**src/rtl/cp0_pkg.sv**
```systemverilog
// cp0_pkg: shared constants for the CP0 block.
// Holds the CP0 register numbers, the Status/Cause bit positions, the ExcCode
// values driven by the pipeline, and the reset/constant register images.
package cp0_pkg;

  localparam logic [4:0] CP0_BADVADDR = 5'd8;
  localparam logic [4:0] CP0_COUNT    = 5'd9;
  localparam logic [4:0] CP0_COMPARE  = 5'd11;
  localparam logic [4:0] CP0_STATUS   = 5'd12;
  localparam logic [4:0] CP0_CAUSE    = 5'd13;
  localparam logic [4:0] CP0_EPC      = 5'd14;
  localparam logic [4:0] CP0_PRID     = 5'd15;
  localparam logic [4:0] CP0_CONFIG   = 5'd16;

  // Status bit positions
  localparam int ST_IE    = 0;
  localparam int ST_EXL   = 1;
  localparam int ST_IM_LO = 8;
  localparam int ST_BEV   = 22;

  // Cause bit positions
  localparam int CA_EXC_LO = 2;
  localparam int CA_IP_LO  = 8;
  localparam int CA_TI     = 30;
  localparam int CA_BD     = 31;

  typedef enum logic [4:0] {
    EXC_INT  = 5'd0,
    EXC_ADEL = 5'd4,
    EXC_ADES = 5'd5,
    EXC_SYS  = 5'd8,
    EXC_BP   = 5'd9,
    EXC_RI   = 5'd10,
    EXC_OV   = 5'd12
  } exc_code_e;

  localparam logic [31:0] CONFIG_VALUE = 32'h0000_8000;
  localparam logic [7:0]  IM_RESET     = 8'hFF;

endpackage

```
**src/rtl/cp0_timer.sv**
```systemverilog
// cp0_timer: Count/Compare timer for CP0.
// Ports:
//   clk, rst        clock and synchronous active-high reset
//   count_we        load Count from wdata and restart the prescaler
//   compare_we      load Compare from wdata and clear the timer interrupt
//   wdata           write data shared by both strobes
//   count, compare  current register values
//   ti              timer interrupt flag (Cause.TI / IP[7] source)
module cp0_timer #(
  parameter int WIDTH     = 32,
  parameter int COUNT_DIV = 2
) (
  input  logic             clk,
  input  logic             rst,
  input  logic             count_we,
  input  logic             compare_we,
  input  logic [WIDTH-1:0] wdata,
  output logic [WIDTH-1:0] count,
  output logic [WIDTH-1:0] compare,
  output logic             ti
);

  localparam int DIV_W = (COUNT_DIV > 1) ? $clog2(COUNT_DIV) : 1;
  localparam logic [DIV_W-1:0] DIV_LAST = DIV_W'(COUNT_DIV - 1);

  logic [DIV_W-1:0] div;
  logic             tick;
  logic             count_moved;
  logic [WIDTH-1:0] count_next;

  always_comb begin
    tick        = (div == DIV_LAST);
    count_next  = count;
    count_moved = 1'b0;
    if (count_we) begin
      count_next  = wdata;
      count_moved = 1'b1;
    end else if (tick) begin
      count_next  = count + WIDTH'(1);
      count_moved = 1'b1;
    end
  end

  // A match is only taken on an edge where Count actually takes a new value,
  // so a Compare equal to a stalled Count does not re-arm the flag.
  always_ff @(posedge clk) begin
    if (rst) begin
      div     <= '0;
      count   <= '0;
      compare <= '0;
      ti      <= 1'b0;
    end else begin
      count <= count_next;
      if (count_we || tick) div <= '0;
      else                  div <= div + 1'b1;
      if (compare_we) begin
        compare <= wdata;
        ti      <= 1'b0;
      end else if (count_moved && (count_next == compare)) begin
        ti <= 1'b1;
      end
    end
  end

endmodule

```
**src/rtl/cp0_core.sv**
```systemverilog
// cp0_core: MIPS coprocessor 0 with Count/Compare timer and synchronised
// hardware interrupts.
// Ports:
//   clk, rst                       clock, synchronous active-high reset
//   hw_int                         asynchronous level interrupt lines
//   raddr / rdata                  combinational MFC0 read
//   mtc0_we, waddr, wdata          MTC0 commit
//   exc_valid, exc_code, exc_bd,
//   exc_pc, exc_badv_we, exc_badv  exception commit
//   eret_valid                     ERET commit
//   int_req                        registered interrupt request
//   redirect_valid, redirect_pc    one-cycle pipeline redirect
//   status_o, cause_o, epc_o       register views for the pipeline
module cp0_core
  import cp0_pkg::*;
#(
  parameter int          WIDTH       = 32,
  parameter int          HW_IRQ_NUM  = 6,
  parameter int          COUNT_DIV   = 2,
  parameter int          SYNC_STAGES = 2,
  parameter logic [31:0] PRID_VALUE  = 32'h0000_4220,
  parameter logic [31:0] EXC_VECTOR  = 32'hBFC0_0380
) (
  input  logic                  clk,
  input  logic                  rst,
  input  logic [HW_IRQ_NUM-1:0] hw_int,
  input  logic [4:0]            raddr,
  output logic [WIDTH-1:0]      rdata,
  input  logic                  mtc0_we,
  input  logic [4:0]            waddr,
  input  logic [WIDTH-1:0]      wdata,
  input  logic                  exc_valid,
  input  logic [4:0]            exc_code,
  input  logic                  exc_bd,
  input  logic [WIDTH-1:0]      exc_pc,
  input  logic                  exc_badv_we,
  input  logic [WIDTH-1:0]      exc_badv,
  input  logic                  eret_valid,
  output logic                  int_req,
  output logic                  redirect_valid,
  output logic [WIDTH-1:0]      redirect_pc,
  output logic [WIDTH-1:0]      status_o,
  output logic [WIDTH-1:0]      cause_o,
  output logic [WIDTH-1:0]      epc_o
);

  logic [7:0]       im;
  logic             exl;
  logic             ie;
  logic             bd;
  logic [1:0]       sw_ip;
  logic [4:0]       exc_code_q;
  logic [WIDTH-1:0] epc;
  logic [WIDTH-1:0] badvaddr;
  logic [WIDTH-1:0] count;
  logic [WIDTH-1:0] compare;
  logic             ti;
  logic [5:0]       hw_ip;
  logic [7:0]       ip;
  logic [31:0]      status_w;
  logic [31:0]      cause_w;

  logic [HW_IRQ_NUM-1:0] sync_p [SYNC_STAGES];

  // Commit priority: exception, then ERET, then MTC0.
  logic do_exc, do_eret, do_mtc0;
  assign do_exc  = exc_valid;
  assign do_eret = eret_valid & ~exc_valid;
  assign do_mtc0 = mtc0_we & ~exc_valid & ~eret_valid;

  cp0_timer #(
    .WIDTH     (WIDTH),
    .COUNT_DIV (COUNT_DIV)
  ) u_timer (
    .clk        (clk),
    .rst        (rst),
    .count_we   (do_mtc0 && (waddr == CP0_COUNT)),
    .compare_we (do_mtc0 && (waddr == CP0_COMPARE)),
    .wdata      (wdata),
    .count      (count),
    .compare    (compare),
    .ti         (ti)
  );

  // hw_int synchroniser: stage 0 samples the asynchronous lines
  always_ff @(posedge clk) begin
    if (rst) begin
      for (int i = 0; i < SYNC_STAGES; i++) sync_p[i] <= '0;
    end else begin
      sync_p[0] <= hw_int;
      for (int i = 1; i < SYNC_STAGES; i++) sync_p[i] <= sync_p[i-1];
    end
  end

  // Synchronised lines map onto IP[7:2]; line 5 shares IP[7] with the timer.
  always_comb begin
    hw_ip = '0;
    hw_ip[HW_IRQ_NUM-1:0] = sync_p[SYNC_STAGES-1];
  end

  assign ip       = {ti | hw_ip[5], hw_ip[4:0], sw_ip};
  assign status_w = {9'b0, 1'b1, 6'b0, im, 6'b0, exl, ie};
  assign cause_w  = {bd, ti, 14'b0, ip, 1'b0, exc_code_q, 2'b0};

  assign status_o = WIDTH'(status_w);
  assign cause_o  = WIDTH'(cause_w);
  assign epc_o    = epc;

  always_ff @(posedge clk) begin
    if (rst) begin
      im             <= IM_RESET;
      exl            <= 1'b1;
      ie             <= 1'b0;
      bd             <= 1'b0;
      sw_ip          <= '0;
      exc_code_q     <= '0;
      epc            <= '0;
      badvaddr       <= '0;
      int_req        <= 1'b0;
      redirect_valid <= 1'b0;
      redirect_pc    <= '0;
    end else begin
      int_req        <= ie & ~exl & (|(ip & im));
      redirect_valid <= do_exc | do_eret;
      if (do_exc)       redirect_pc <= WIDTH'(EXC_VECTOR);
      else if (do_eret) redirect_pc <= epc;

      if (do_exc) begin
        exc_code_q <= exc_code;
        // A nested exception keeps the original return point.
        if (!exl) begin
          epc <= exc_bd ? (exc_pc - WIDTH'(4)) : exc_pc;
          bd  <= exc_bd;
        end
        exl <= 1'b1;
        if (exc_badv_we) badvaddr <= exc_badv;
      end else if (do_eret) begin
        exl <= 1'b0;
      end else if (do_mtc0) begin
        case (waddr)
          CP0_STATUS: begin
            im  <= wdata[ST_IM_LO+7:ST_IM_LO];
            exl <= wdata[ST_EXL];
            ie  <= wdata[ST_IE];
          end
          CP0_CAUSE: sw_ip <= wdata[CA_IP_LO+1:CA_IP_LO];
          CP0_EPC:   epc   <= wdata;
          default: ;
        endcase
      end
    end
  end

  always_comb begin
    rdata = '0;
    case (raddr)
      CP0_BADVADDR: rdata = badvaddr;
      CP0_COUNT:    rdata = count;
      CP0_COMPARE:  rdata = compare;
      CP0_STATUS:   rdata = status_o;
      CP0_CAUSE:    rdata = cause_o;
      CP0_EPC:      rdata = epc;
      CP0_PRID:     rdata = WIDTH'(PRID_VALUE);
      CP0_CONFIG:   rdata = WIDTH'(CONFIG_VALUE);
      default:      rdata = '0;
    endcase
  end

endmodule

```
**config.mk**
```make
export PLATFORM = sky130hd
export DESIGN_NAME = cp0_core
export DESIGN_NICKNAME = d
export VERILOG_FILES = /design/src/rtl/cp0_pkg.sv /design/src/rtl/cp0_timer.sv /design/src/rtl/cp0_core.sv
export SDC_FILE = /design/constraint.sdc
export NUM_CORES = 1
export LEC_CHECK = 0
export CAP_MARGIN = 5
export CORE_MARGIN = 2
export CORE_UTILIZATION = 54
export CTS_CLUSTER_DIAMETER = 150
export DETAILED_ROUTE_END_ITERATION = 6
export GPL_ROUTABILITY_DRIVEN = 1
export PLACE_DENSITY = 0.94
export REMOVE_ABC_BUFFERS = 1
export SYNTH_ARGS = -nofsm -noshare
export SYNTH_HDL_FRONTEND = slang
export SYNTH_HIERARCHICAL = 1
export SYNTH_SLANG_ARGS = --single-unit
export TNS_END_PERCENT = 10
```
**constraint.sdc**
```tcl
create_clock -name clk -period 6 [get_ports clk]
set_input_delay 0.6 -clock clk [delete_from_list [all_inputs] [get_ports clk]]
set_output_delay 0.6 -clock clk [all_outputs]
set_load 0.05 [all_outputs]
```
; After elaboration in Yosys (flattened, before gate mapping)
; Memory sizes are Yosys's and may differ from the RTL's.
; Cells that the tools add are included.
; W data, S select, Z words.
[op_classes]
n_addsub = 3
eq_ne = 16
n_mux = 21
bitwise_logic = 14
reduce_logical = 19
[ops]
columns = operator, n
row1 = $mux W32, 10
row2 = $pmux W32 S8, 1
row3 = $eq A5 B4 Y1 const B, 12
row4 = $add A32 B1 Y32 const B, 1
row5 = $eq A32 B32 Y1, 1
row6 = $sub A32 B3 Y32 const B, 1
row7 = $mux W6, 2
row8 = $reduce_and A4 Y1, 3
row9 = $reduce_bool A2 Y1, 5
row10 = $and A8 B8 Y8, 1
row11 = $mux W1, 8
row12 = $reduce_or A8 Y1, 1
row13 = $reduce_and A2 Y1, 3
row14 = $reduce_or A2 Y1, 3
row15 = $and A1 B1 Y1, 5
row16 = $eq A5 B5 Y1 const B, 1
row17 = $ne A2 B2 Y1 const B, 2
row18 = $not A1 Y1, 4
row19 = $or A1 B1 Y1, 4
row20 = $logic_and A1 B1 Y1, 3
row21 = $add A1 B1 Y1 const B, 1
row22 = $logic_or A1 B1 Y1, 1
[totals]
register_bits = 182
ramBits = 12
input_bits = 124
out_inout_bits = 162
elab_cells = 90
mem_count = 1
[mem_list]
columns = name, depth, width, rd, rd_ports_with_merged_regs, write_ports, line_no
row1 = sync_p, 2, 6, 2, 0, 2, cp0_core.sv:63  ; logic [HW_IRQ_NUM-1:0] sync_p [SYNC_STAGES];

; Depth between registers and ports, before layout
; Gate-level depths: netlist of the first run.
[logic_depth]
ltp_word = 7
mapped_depth = 14

; Cells and area by module
; The synthesis of the first run kept the hierarchy.
[modules_own_cells]
columns = mod, n_inst, cells_per_inst, area_each_um2, seq_area_each_um2
row1 = cp0_core, 1, 814, 6682.7, 2562.5
row2 = cp0_timer, 1, 548, 4362.9, 1321.3

; Worst setup path after synthesis of the first run
; OpenSTA, ideal clock, no wires.
[synth_timing]
path_type = input -> register
start = input exc_valid
end = register u_timer.ti
arrival_ns = 3.423
path_slack_ns = 2.508
cell_stages = 12
path_cell_list = clkbuf_1 -> nor2_1 -> nand4b_1 -> nor4_1 -> clkbuf_1 -> o221a_2 -> a31o_2 -> a221oi_1 -> or4_1 -> or4_1 -> or4_1 -> o21ai_1
[synth_via]
elab_chain_len = 7
elab_cells_between_ends = 10
[synth_lines]
columns = item, line_no
row1 = start: declaration, cp0_core.sv:32  ; input logic exc_valid,
row2 = $not A1 Y1 (no source line) (*), --
row3 = $and A1 B1 Y1 (*) (2 in series), cp0_core.sv:69  ; assign do_mtc0 = mtc0_we & ~exc_valid & ~eret_valid;
row4 = $logic_and A1 B1 Y1, cp0_core.sv:77  ; .count_we (do_mtc0 && (waddr == CP0_COUNT)),
row5 = $mux W32, cp0_timer.sv:35  ; if (count_we) begin
row6 = $eq A32 B32 Y1, cp0_timer.sv:59  ; end else if (count_moved && (count_next == compare)) begin
row7 = $logic_and A1 B1 Y1, cp0_timer.sv:59
row8 = end signal: assignment, cp0_timer.sv:51  ; ti <= 1'b0;
row9 = end signal: assignment, cp0_timer.sv:58  ; ti <= 1'b0;
row10 = end signal: assignment, cp0_timer.sv:60  ; ti <= 1'b1;
row11 = end: declaration, cp0_timer.sv:20  ; output logic ti
; Every way passes the cells marked *; elsewhere a longest branch is shown, timed or not.
; A chain may end at the register's enable or synchronous reset.

; Final worst setup path of the first run
[layout_timing]
start = input raddr[0]
end = output rdata[15]
[layout_via]
elab_chain_len = 2
elab_cells_between_ends = 9
[layout_lines]
columns = item, line_no
row1 = start: declaration, cp0_core.sv:27  ; input logic [4:0] raddr,
row2 = $eq A5 B5 Y1 / $eq A5 B4 Y1 (equally long branches), cp0_core.sv:156  ; case (raddr)
row3 = $pmux W32 S8 (*), cp0_core.sv:156
row4 = end: declaration, cp0_core.sv:28  ; output logic [WIDTH-1:0] rdata,
; Marks and branches as above.

==> run summary, run 1 <==
Hold Buf Count CTS = 0
XOR/XNOR Fraction of Synth Area = 6.34%
vias in the first global route = 11300
pre-CTS setup slack = 1680 ps
post-synthesis compound-gate area fraction = 18.3%
ys async rst share = 0%
Cell variety after synth = 75
Post-synth EDFFs = 0
fin. max-slew vios = 0
worst hold slack = 441 ps
pwr dens = 219 nW/um^2
Filler cells = 1564
prevailing post-synth register cell = dfxtp_1
initial antenna violation count = 0
first-pass GRT wire length = 62.2 mm
Leak = 5.14 nW
fin crit share = 70.4%
post-route cell area = 14000 um^2
Slew HR = 27.3%
Avg WL per Cell = 22.6 um
DRT Pass-1 Iters = 7
syn_area_per_cell = 8.11 um^2
total track usage = 36.8%
run status = finished clean
Synth Warn # = 6
Final setup viols = 0
fin nets = 1655
Post-DP HPWL = 29.3 mm
Cells after Synth = 1362
multiplexer share of the synthesized area = 8.17%
drt total wl = 41.0 mm
H-tree Lvls = 4
Adder-Cell Fraction of Synth Area = 0.227%
final worst slack = 1770 ps
drt via density = 6.47
Ports = 286
root buf cell = clkbuf_16
unrepaired setup endpoints after global routing = false
Post-Place Cells = 1780
DIE AREA = 21600 um^2
flops & latches, synth = 194
Site Rows = 52
Max-Cap Viols = 0
total vias in the final route = 11700
CP endpoint kind = output port
Antenna Nets Post-Route = 0
Hold Crit Class = reg -> reg
post-synthesis cell area = 11000 um^2
Achievable Freq = 237 MHz
critical path required time = 5400 ps
width of the die = 147 um
Synth Area in Simple Gates = 23.9%
CTS Buf Count = 17
Slew @ Worst Pin = 1090 ps
final cell count without fillers = 1812
DRC viols = 0
Final Wtd Congestion = 0.992
Area Overhead vs Synth = 26.6%
# clock sinks = 194
initial DRC count = 1619
largest net degree at the start of global routing = 81
CTS clk-pin slew, worst paths = 80 ps
Core Util, Final = 69.3%
Initial Utilization = 54.8%
Port Buffer Count = 246
crit path DAT = 3630 ps
largest family of logic cells by synthesized area = simple AND/OR/NAND/NOR gates
Clk Latency, worst-skew pair = 450 ps
core box area = 20200 um^2
die height = 147 um
clock skew = 13.3 ps
Worst VDD drop = 191 uV
Area after DPL = 13300 um^2
Tmin final = 4230 ps
Clock Path Buffers = 2
Resize count post-CTS = 0
Setup crit start kind = primary input
Final Hold Vio Count = 0
sequential share of the synthesized area = 35.2%
total setup buffers inserted after CTS = 0
grt total ovfl = 0
fraction of layout instances using a drive strength above 1 = 4.73%
Crit Path Class = in -> out
worst-path maximum fanout = 30
# diodes = 0
CTS tree = built
-- worst paths after layout --
kind | startpoint | end | slack [ps] | depth (start not counted)
max | raddr[0] | rdata[15] | 1770 | 7
min | sync_p[0][0] | sync_p[0][6] | 440 | 1
max reg2reg | u_timer/div | u_timer/ti | 2340 | 8
min reg2reg | sync_p[0][0] | sync_p[0][6] | 440 | 1
-- cell usage after synthesis, types with 15 or more instances --
cell      instances  share of area [%]
mux2i_1          89                8.1
a211oi_1         15                1.0
buf_1            15               0.51
inv_1            20               0.68
nor3_1           18               0.82
buf_4            52                3.5
a22oi_1          58                3.9
or3_1            16               0.91
nor2_1          152                5.2
nor4_1           33                1.9
nand3_1          23                1.0
nand2_1         161                5.5
o21ai_0          25                1.1
clkbuf_1         72                2.4
dfxtp_1         194                 35
nor2b_1          17               0.96
nand4_1          24                1.4
xor2_1           31                2.5
xnor2_1          49                3.9
a21oi_1          97                4.4
-- metal layers --
| layer | share of wire, % | GRT usage (%) | up-vias |
|---|---|---|---|
| met5 | 0 | 0 | - |
| met4 | 5.6 | 20.9 | 0 |
| met3 | 12 | 9.29 | 190 |
| met2 | 46 | 60.3 | 899 |
| met1 | 37 | 44.2 | 5486 |
| li1 | - | - | 5157 |
-- registers in the layout (all words and copies together), names as in the netlist, 2 cells and up --
| signal | count |
|---|---|
| sw_ip | 2 |
| badvaddr | 32 |
| exc_code_q | 5 |
| sync_p | 12 |
| im | 8 |
| epc_o | 32 |
| u_timer/count | 32 |
| redirect_pc | 32 |
| u_timer/compare | 32 |
-- cell families (layout without fill, tap and decap cells) --
group,after synthesis,count (layout)
other,2,39
multiplexers,90,90
AO/OA/AOI/OAI,299,299
AND/OR/NAND/NOR,523,523
adder cells (fa/ha/maj),2,2
XOR/XNOR,80,80
buffers and inverters,172,315
flip-flops,194,194
-- cell type report --
class,count,area [um^2],share of cell area (%)
Multi-Input combinational cell,1033,6470,46.3
Sequential cell,194,3880,27.8
Timing Repair Buffer,262,2570,18.4
Clock buffer,17,425,3.04
Tap cell,270,338,2.42
Clock inverter,15,211,1.51
Inverter,21,78.8,0.564
-- cells in the final DEF (no fill, tap or decap), types with 17 or more instances in the layout --
| cell | instances |
|---|---|
| conb_1 | 39 |
| mux2i_1 | 89 |
| nor2_1 | 151 |
| nand2_1 | 161 |
| a21oi_1 | 97 |
| nand3_1 | 23 |
| xnor2_1 | 49 |
| nand4_1 | 24 |
| a22oi_1 | 58 |
| clkbuf_16 | 17 |
| clkdlybuf4s50_1 | 243 |
| buf_4 | 17 |
| xor2_1 | 31 |
| dfxtp_1 | 194 |
| o21ai_0 | 25 |
| inv_1 | 20 |
| nor2b_1 | 17 |
| nor4_1 | 31 |
-- power by group --
part | switching, mW | internal (mW)
Clock | 0.579 | 0.646
Sequential | 0.0314 | 1.32
Combinational | 0.316 | 0.173
Total | 0.926 | 2.14
-- critical path, cell delays in order --
cell and delay, ps:
clkdlybuf4s50_1 750, nand3b_1 240, nor2_4 750, a22oi_1 200, nand3_1 130, a221o_1 120, clkdlybuf4s50_1 810
-- per-stage QoR --
step	setup TNS, ps	power [mW]
floorplan	-34200	1.62
global placement	0	1.85
detailed placement	0	1.86
CTS	0	3.06
global route	0	3.14
finish	0	3.07
Note: power is estimated with default switching activity, not from simulation.
==> inputs of run 2 (changes only) <==
CORE_UTILIZATION = 50   (was 54)
PLACE_DENSITY = 0.89   (was 0.94)
clock period = 4.2 ns   (was 6 ns; I/O delays follow)
==> run 2 against run 1 <==
Sequential share of layout area down 0.12 points. Global-route usage down 2.1 points. Highest routed layer unchanged. First-iteration DRC count down 3.6%. Critical path type is now in -> reg. Clock-buffer cell count up 4.
==> run summary, run 2 (synthesized netlist as in run 1, its figures left out) <==
H-tree Lvls = 4
Site Rows = 54
final cell count without fillers = 1841
fin. max-slew vios = 0
DRC viols = 0
Worst VDD drop = 268 uV
post-route cell area = 14000 um^2
total track usage = 34.7%
pre-CTS setup slack = 243 ps
CTS Buf Count = 17
CP endpoint kind = flop
fraction of layout instances using a drive strength above 1 = 7.05%
worst-path maximum fanout = 4
Hold Crit Class = in -> reg
DRT Pass-1 Iters = 6
routing usage on met1 = 44.5%
Setup crit start kind = primary input
Final Hold Vio Count = 0
fin nets = 1673
die height = 153 um
GRT met3 Usage = 7.28%
initial antenna violation count = 1
Ports = 286
vias in the first global route = 11000
Port Buffer Count = 246
Clk Latency, worst-skew pair = 440 ps
total vias in the final route = 11700
Core Util, Final = 64.5%
leading cell types in the layout, fill and taps excluded = 225 x clkdlybuf4s50_1, 194 x dfxtp_1, 161 x nand2_1
TNS Setup = 0 ps
unrepaired setup endpoints after global routing = false
Filler cells = 1807
CP Cell Sequence = clkdlybuf4s50_1, nand4b_1, nor4_2, inv_1, a2111oi_0, o32ai_1, or4_1, or4_1, or4_1, o21ai_1
worst hold slack = 306 ps
run status = finished clean
Post-Place Cells = 1808
# clock sinks = 194
Final setup viols = 0
fin crit share = 84.3%
crit-path max cell delay = 540 ps
core box area = 21800 um^2
met2 GRT Util = 56.7%
Antenna Nets Post-Route = 0
GR peak layer = met2
crit path DAT = 3910 ps
Final Wtd Congestion = 0.975
Slew HR = 44.8%
final worst slack = 658 ps
Tmin final = 3540 ps
CTS clk-pin slew, worst paths = 70 ps
largest net degree at the start of global routing = 63
grt total ovfl = 0
first-pass GRT wire length = 63.5 mm
Achievable Freq = 282 MHz
total setup buffers inserted after CTS = 0
Post-DP HPWL = 31.2 mm
width of the die = 153 um
initial DRC count = 1560
critical path required time = 4570 ps
Hold Buf Count CTS = 0
Crit Path Class = in -> reg
Worst path slowest cell = or4_1
most common cell after layout, fill and taps aside = clkdlybuf4s50_1
Area after DPL = 13400 um^2
root buf cell = clkbuf_16
Slew @ Worst Pin = 828 ps
Max-Cap Viols = 0
clock skew = 10.3 ps
drt via density = 6.34
Worst path most repeated cell = or4_1
post-layout total power = 4.29 mW
Initial Utilization = 50.8%
Leak = 5.24 nW
drt total wl = 42.2 mm
Area Overhead vs Synth = 27.1%
pwr dens = 305 nW/um^2
Clock Path Buffers = 2
CTS tree = built
Resize count post-CTS = 0
Avg WL per Cell = 22.9 um
DIE AREA = 23300 um^2
-- run 2: cell count changes in the layout (fill, tap and decap cells not counted), moves of 2 or more --
| cell | delta |
|---|---|
| bufinv_16 | -2 |
| buf_4 | +36 |
| clkdlybuf4s50_1 | -18 |
| clkbuf_8 | +4 |
| inv_6 | -2 |
| clkinvlp_4 | +2 |
-- run 2: metal layers --
| layer | wire length (um) | part of all wire [%] |
|---|---|---|
| met3 | 4060 | 9.6 |
| met5 | 0 | 0 |
| met4 | 1740 | 4.1 |
| met2 | 19800 | 47 |
| met1 | 16600 | 39 |
-- run 2: layout make-up --
cell class / instances / area (um^2) / area share, %
inverter: 21 / 78.8 / 0.561
clock buffer: 21 / 480 / 3.42
tap: 280 / 350 / 2.50
timing repair buffer: 280 / 2660 / 18.9
multi-input combinational: 1033 / 6470 / 46.1
antenna: 1 / 2.50 / 0.0178
clock inverter: 11 / 116 / 0.829
sequential: 194 / 3880 / 27.7
-- run 2: path summary, 6_finish.rpt --
path	startpoint	end	slack, ps	cells after the start
setup / recovery	waddr[4]	u_timer/ti	660	10
hold / removal	exc_valid	redirect_valid	310	3
setup reg to reg	u_timer/count[0]	u_timer/ti	700	9
hold reg to reg	sync_p[0][1]	sync_p[0][7]	440	1
-- run 2: critical path, delay by kind of cell --
kind | cells | cell delay, ps
and+or+nand+nor | 5 | 2240
AOI/OAI and AO/OA | 3 | 730
buffers and inverters | 2 | 520
-- run 2: power breakdown --
part / total [mW] / internal (mW) / switching, mW
sequential: 1.93 / 1.89 / 0.0431
clock: 1.65 / 0.851 / 0.801
combinational: 0.704 / 0.250 / 0.454
total: 4.29 / 2.99 / 1.30
==> inputs of run 3 (changes only) <==
CORE_UTILIZATION = 45   (was 50)
PLACE_DENSITY = 0.85   (was 0.89)
clock period = 3.2 ns   (was 4.2 ns; I/O delays follow)
==> run 3 against run 2 <==
Setup slack lost 540 ps. Critical endpoint unchanged. Die area grew 11%. Combinational power grew 40%. Via count grew 2.4%. Highest routed layer unchanged. Critical path depth shrank 1.
==> run summary, run 3 (synthesized netlist as in run 1, its figures left out) <==
final worst slack = 120 ps
width of the die = 161 um
CTS clk-pin slew, worst paths = 80 ps
Slew @ Worst Pin = 816 ps
H-tree Lvls = 4
Comb pwr share = 17.2%
final cell count without fillers = 1970
clock skew = 7.63 ps
vias in the first global route = 11500
fin. max-slew vios = 0
Post-Place Cells = 1935
pwr dens = 378 nW/um^2
pre-CTS setup slack = -589 ps
unrepaired setup endpoints after global routing = false
NetSw = 1.77 mW
Sw Ratio = 30.8%
fraction of layout instances using a drive strength above 1 = 13.1%
initial antenna violation count = 0
# diodes = 0
# clock sinks = 194
Final setup viols = 0
grt total ovfl = 0
Leak = 5.80 nW
Avg WL per Cell = 23.0 um
worst hold start = rst
critical path required time = 3580 ps
Area Overhead vs Synth = 37.4%
first-pass GRT wire length = 68.3 mm
Hold Crit Class = in -> reg
Worst VDD drop = 268 uV
Crit Path Class = reg -> reg
DRC viols = 0
drt via density = 6.06
Post-DP HPWL = 33.8 mm
core box area = 24200 um^2
die height = 161 um
Area after DPL = 14500 um^2
worst-path maximum fanout = 4
Max-Cap Viols = 0
leading cell types in the layout, fill and taps excluded = 210 x clkdlybuf4s50_1, 193 x dfxtp_1, 161 x nand2_1
Port Buffer Count = 246
CTS tree = built
Ports = 286
root buf cell = clkbuf_16
Clk Latency, worst-skew pair = 450 ps
initial DRC count = 1338
Antenna Nets Post-Route = 0
most common cell after layout, fill and taps aside = clkdlybuf4s50_1
crit path DAT = 3460 ps
Site Rows = 57
Clock Path Buffers = 2
post-layout total power = 5.74 mW
Clock power frac = 38.7%
Tmin final = 3080 ps
fin nets = 1759
CTS Buf Count = 17
total track usage = 34.4%
post-route cell area = 15200 um^2
Final Hold Vio Count = 0
Achievable Freq = 325 MHz
Seq pwr share = 44.0%
Setup crit start kind = flop
TNS Setup = 0 ps
largest net degree at the start of global routing = 160
DRT Pass-1 Iters = 6
fin crit share = 96.2%
Final Wtd Congestion = 0.990
DIE AREA = 25800 um^2
drt total wl = 45.3 mm
run status = finished clean
total vias in the final route = 11900
internal power = 3.97 mW
CP endpoint kind = flop
Initial Utilization = 45.7%
Slew HR = 45.6%
RR Startpoint = u_timer/count[1]
Crit. Startpoint = u_timer/count[1]
[run 3: power by group through the flow]
stage / Sequential, mW / Clock [mW] / Combinational [mW]
floorplan: 2.70 / 0 / 0.334
global placement: 2.58 / 0 / 0.959
detailed placement: 2.59 / 0 / 0.971
CTS: 2.53 / 2.23 / 0.975
global route: 2.54 / 2.32 / 1.03
finish: 2.53 / 2.23 / 0.988
[run 3: layer usage]
metal	share of wire [%]	wire length (um)	global-route usage, %
met5	0	0	0
met4	4.1	1860	16.1
met3	9.2	4170	6.79
met2	47	21400	56.7
met1	40	17900	43.3
[run 3: worst paths after layout]
path / cells past startpoint / slack [ps] / endpoint
setup / recovery: 9 / 120 / u_timer/ti
hold / removal: 4 / 290 / u_timer/ti
setup reg to reg: 9 / 120 / u_timer/ti
hold reg to reg: 1 / 450 / sync_p[0][7]
[run 3: critical path, cell delays in order (launching register included)]
cell and delay [ps]:
dfxtp_1 390, ha_1 190, and3_2 270, nand4_4 130
nor4_4 230, o22ai_1 170, or4_1 530, or4_1 490
or4_1 470, o21ai_1 140
[run 3: area by class of cell]
cell class | count | area (um^2)
clock buffers | 19 | 443
clock inverters | 13 | 143
fillers | 1970 | 9000
inverters | 21 | 78.8
multi-input cells | 1033 | 6510
flip-flops and latches | 194 | 3880
well taps | 324 | 405
repair buffers | 366 | 3720
[run 3: stage by stage]
step,hold WS [ps],utilization (%)
after detailed placement,431,60.1
after global placement,415,60.1
final,290,62.8
after global routing,283,62.8
after floorplan,389,-
after CTS,278,62.6
[run 3: what timing repair did]
action                     CTS  global route
pin swaps                    7             1
hold buffers                 0             0
gates resized for setup      6             8
setup endpoints to repair    1             1
cloned                       0             0
buffers inserted             3             0
